===== config.mk =====
export PLATFORM = sky130hd
export DESIGN_NAME = hs_tx_serializer
export DESIGN_NICKNAME = d
export VERILOG_FILES = /design/src/rtl/hs_tx_serializer.sv
export SDC_FILE = /design/constraint.sdc
export NUM_CORES = 1
export LEC_CHECK = 0
export BUFFER_PORTS_ARGS = -buffer_cell sky130_fd_sc_hd__buf_4
export CAP_MARGIN = 40
export CORE_ASPECT_RATIO = 0.9
export CORE_MARGIN = 10
export CORE_UTILIZATION = 48
export CTS_BUF_LIST = sky130_fd_sc_hd__clkbuf_4
export DETAILED_ROUTE_END_ITERATION = 6
export GPL_ROUTABILITY_DRIVEN = 0
export PLACE_DENSITY = 0.7
export SYNTH_ARGS = -nofsm -noshare
export SYNTH_HDL_FRONTEND = slang
export SYNTH_SLANG_ARGS = --single-unit

===== constraint.sdc =====
create_clock -name TX_DDR_clk -period 2 [get_ports TX_DDR_clk]
set_input_delay 0.4 -clock TX_DDR_clk [delete_from_list [all_inputs] [get_ports TX_DDR_clk]]
set_output_delay 0.4 -clock TX_DDR_clk [all_outputs]
set_load 0.03 [all_outputs]

===== src/rtl/hs_tx_serializer.sv =====
// HS transmit serializer: sends a sync byte, then payload bytes LSB first as bit pairs
// (one pair per DDR clock), then a trailer of the inverted last bit.
module hs_tx_serializer #(
  parameter logic [7:0]  SYNC_BYTE   = 8'hB8,
  parameter int unsigned TRAIL_BYTES = 1
) (
  input  logic       TX_DDR_clk,
  input  logic       TX_rst_n,
  input  logic       TxRequestHS,
  input  logic [7:0] TxDataHS,
  output logic       TxReadyHS,
  output logic       Serial_B1,
  output logic       Serial_B2,
  output logic       Enable
);

  // Trailer spans TRAIL_BYTES byte slots of 4 clocks each.
  localparam logic [5:0] TrailLast = 6'(TRAIL_BYTES * 4 - 1);

  typedef enum logic [1:0] {StIdle, StSync, StData, StTrailer} state_e;

  state_e     state_q, state_d;
  logic [1:0] cnt_q, cnt_d;
  logic [5:0] tcnt_q, tcnt_d;
  logic [7:0] shreg_q, shreg_d;
  logic       last_bit_q, last_bit_d;

  logic       en_q, en_d;
  logic       b1_q, b1_d;
  logic       b2_q, b2_d;
  logic       rdy_q, rdy_d;

  // Next-state: byte slot sequencing, payload capture and trailer timing.
  always_comb begin
    state_d    = state_q;
    cnt_d      = cnt_q;
    tcnt_d     = tcnt_q;
    shreg_d    = shreg_q;
    last_bit_d = last_bit_q;
    unique case (state_q)
      StIdle: begin
        if (TxRequestHS) begin
          state_d = StSync;
          cnt_d   = 2'd0;
        end
      end
      StSync, StData: begin
        if (cnt_q == 2'd3) begin
          if (TxRequestHS) begin
            shreg_d = TxDataHS;
            state_d = StData;
            cnt_d   = 2'd0;
          end else begin
            state_d    = StTrailer;
            tcnt_d     = 6'd0;
            cnt_d      = 2'd0;
            last_bit_d = (state_q == StSync) ? SYNC_BYTE[7] : shreg_q[7];
          end
        end else begin
          // Request changes mid-byte are ignored; the byte always completes.
          cnt_d = cnt_q + 2'd1;
        end
      end
      StTrailer: begin
        if (tcnt_q == TrailLast) begin
          state_d = StIdle;
          tcnt_d  = 6'd0;
        end else begin
          tcnt_d = tcnt_q + 6'd1;
        end
      end
      default: state_d = StIdle;
    endcase
  end

  // Output decode from the next state so every output is a plain register.
  always_comb begin
    en_d  = 1'b0;
    b1_d  = 1'b0;
    b2_d  = 1'b0;
    rdy_d = 1'b0;
    unique case (state_d)
      StSync: begin
        en_d  = 1'b1;
        b1_d  = SYNC_BYTE[{cnt_d, 1'b0}];
        b2_d  = SYNC_BYTE[{cnt_d, 1'b1}];
        rdy_d = (cnt_d == 2'd3);
      end
      StData: begin
        en_d  = 1'b1;
        b1_d  = shreg_d[{cnt_d, 1'b0}];
        b2_d  = shreg_d[{cnt_d, 1'b1}];
        rdy_d = (cnt_d == 2'd3);
      end
      StTrailer: begin
        en_d = 1'b1;
        b1_d = ~last_bit_d;
        b2_d = ~last_bit_d;
      end
      default: ;
    endcase
  end

  // State and output registers; reset aborts any burst without a trailer.
  always_ff @(posedge TX_DDR_clk or negedge TX_rst_n) begin
    if (!TX_rst_n) begin
      state_q    <= StIdle;
      cnt_q      <= 2'd0;
      tcnt_q     <= 6'd0;
      shreg_q    <= 8'd0;
      last_bit_q <= 1'b0;
      en_q       <= 1'b0;
      b1_q       <= 1'b0;
      b2_q       <= 1'b0;
      rdy_q      <= 1'b0;
    end else begin
      state_q    <= state_d;
      cnt_q      <= cnt_d;
      tcnt_q     <= tcnt_d;
      shreg_q    <= shreg_d;
      last_bit_q <= last_bit_d;
      en_q       <= en_d;
      b1_q       <= b1_d;
      b2_q       <= b2_d;
      rdy_q      <= rdy_d;
    end
  end

  assign Enable    = en_q;
  assign Serial_B1 = b1_q;
  assign Serial_B2 = b2_q;
  assign TxReadyHS = rdy_q;

endmodule

==> run_results.csv <==
group,metric,value,unit
sta,slew_violations,0,
detailed_routing,first_pass_iters,4,
sta,tns,-0.147,ns
floorplan,die_y,70.2,µm
yosys,yosys.cell_types.count,34,
yosys,async_reset_ff_frac,1.00,
global_routing,grt_usage,0.147,
detailed_routing,drtAntennaViolNets,0,
yosys,yosysSeqAreaShare,0.428,
yosys,yosysTopAreaCellShare,0.428,
yosys,synth_ff_type,"dfrtp_1",
place,hpwl,2490,µm
floorplan,ios,15,
yosys,syn_area_per_cell,9.16,µm²
floorplan,fp-row-count,18,
sta,fin_worst_skew,0.00548,ns
worst_setup_path,critPathMaxFanout,3,
yosys,ys_seq_elements,23,
sta,fin_crit,2.11,ns
yosys,synth-edff-count,0,
yosys,synth_area_leader_cell,"dfrtp_1",
clocking,cts_tree,"built",
sta,setup_violations,2,
yosys,synth_area_leaders,"dfrtp_1, nand2_1, ha_1",
layout,fin_area,1960,µm²
detailed_routing,viasPerCell,5.23,
sta,fin_ws,-0.112,ns
yosys,ys_warn_count,0,
yosys,synth_area,1350,µm²
place,dp.cells,226,
clocking,cts_buffers,3,
sta,timing.final.crit_share,1.06,
layout,layout.nets,227,
power_and_ir_drop,cellPowerDensity,1680,nW/µm²
yosys,synth_cells,147,
detailed_routing,route.vias.total,1286,
place,placed_area,1700,µm²
power_and_ir_drop,vdd_ir_drop_max,0.846,mV
global_routing,grt_max_degree,24,
worst_setup_path,path_class,"reg -> reg",
sta,slew-limit-headroom,0.758,
sta,fmax,474,MHz
floorplan,dieArea,5330,µm²
clocking,cts_buffer_depth,2,
global_routing,grt_overflow_total,0,
place,io_buffer_count,14,
sta,rsz0062_at_grt,"true",
detailed_routing,post-route-drc-count,0,
floorplan,fp.coreArea,2730,µm²
floorplan,die_w,75.8,µm
layout,n_antenna_cell,0,
global_routing,grt_pass1_vias,1327,
layout,syn2layout_area_growth,45.3,%
run_status,outcome,"finished with violations",
clocking,h-tree-depth,1,
layout,fin_cells,246,
clocking,clk_latency,0.32,ns
clocking,clkTransAtPathRegs,0.13,ns
min_path,hold_class,"in -> reg",
detailed_routing,wl_per_cell,15.2,µm
clocking,cts-root-buf,"clkbuf_4",
detailed_routing,wirelength,3740,µm
sta,hold_viol,0,
power_and_ir_drop,p_leak,0.956,nW
worst_setup_path,crit_arrival,2.35,ns
worst_setup_path,crit_path_start_kind,"flip-flop",
global_routing,antenna_found_initial,0,
worst_setup_path,cp-end-kind,"flip-flop",
worst_setup_path,required,2.23,ns
sta,worstMarginPinSlew,0.358,ns
run_status,violations,"negative setup slack",
detailed_routing,drtIter0Drc,111,
yosys,syn-num-nets,167,
clocking,cts.sink_count,23,
global_routing,grt_pass1_wl,6230,µm
floorplan,initial_core_util,0.494,
place,pre_cts_ws,-0.128,ns
flow_run,cap_violations,0,
sta,hold_ws,0.266,ns
layout,drive_above_1_share,0.437,
[stage by stage]
stage | power, W | util
after floorplan | 0.00172 | -
after global placement | 0.00240 | 0.624
after detailed placement | 0.00246 | 0.624
after CTS | 0.00312 | 0.699
after global routing | 0.00355 | 0.718
final | 0.00329 | 0.718
[logic make-up (layout without fill, tap and decap cells)]
family / after synthesis / after routing / share of synthesized area
flops: 23 / 23 / 0.428
fa+ha+maj: 9 / 9 / 0.0836
compound gates: 40 / 40 / 0.194
simple gates: 59 / 59 / 0.211
buf+inv: 11 / 70 / 0.0325
mux: 5 / 5 / 0.0511
[repair_timing]
item | 4_1_cts | 5_1_grt
hold endpoints to repair | 23 | 0
resized for setup | 21 | 6
pin swaps | 9 | 3
setup endpoints to repair | 2 | 4
buffers inserted | 11 | 4
hold buffers | 1 | 0
[registers in the layout (all words and copies together) (netlist names)]
register / flops
last_bit_q: 1
Enable: 1
Serial_B1: 1
tcnt_q: 6
state_q: 2
shreg_q: 8
Serial_B2: 1
cnt_q: 2
TxReadyHS: 1
[routing by layer]
metal / share of wire / GRT usage / vias to the layer above
met5: 0 / 0 / -
met4: 0.012 / 0.0515 / 0
met3: 0.034 / 0.0297 / 5
met2: 0.47 / 0.216 / 25
met1: 0.48 / 0.206 / 626
li1: - / - / 630
[where the power goes]
part | leakage [nW] | switching (W) | internal (W)
clock | 0.0184 | 0.000150 | 0.0000918
combinational | 0.642 | 0.00106 | 0.00127
sequential | 0.295 | 0.0000957 | 0.000630
[worst max-delay path, cell delays in order (launching register included)]
cell      delay, ns
dfrtp_1        0.44
inv_2          0.08
ha_4           0.28
or3b_4         0.38
mux2_4         0.31
o22ai_2        0.13
mux2_4         0.15
o211ai_1       0.08
a21o_1         0.16
[synthesized netlist by cell type, types with 4 or more instances]
cell type	number
nand3_1	4
nand2b_1	6
dfrtp_1	23
o21ai_0	13
nor2b_1	4
o211ai_1	5
inv_1	7
nand2_1	33
and3_1	6
ha_1	9
a21oi_1	8
[layout make-up]
type,instances,area [µm²]
Multi-Input combinational cell,113,823
Tap cell,40,50.0
Clock buffer,4,30.0
Fill cell,200,769
Inverter,7,26.3
Timing Repair Buffer,59,449
Sequential cell,23,577
[final timing paths]
path                              from         end  slack [ns]  cells after the start
min                        TxDataHS[1]  shreg_q[1]        0.27                      3
max in group asynchronous     TX_rst_n  state_q[1]        1.24                      2
max reg2reg                 state_q[0]   Serial_B2       -0.11                      8
min in group asynchronous     TX_rst_n  last_bit_q        0.50                      2
max                         state_q[0]   Serial_B2       -0.11                      8
min reg2reg                 shreg_q[1]  shreg_q[1]        0.49                      2
[layout by cell type, fill, tap and decap left out, types with 5 or more instances in the layout]
| master | n |
|---|---|
| buf_4 | 57 |
| nand2_1 | 32 |
| dfrtp_1 | 22 |
| o21ai_0 | 12 |
| a21oi_1 | 6 |
| nand2b_1 | 5 |
| and3_1 | 5 |
| o211ai_1 | 5 |
Note: power is estimated with default switching activity, not from simulation.
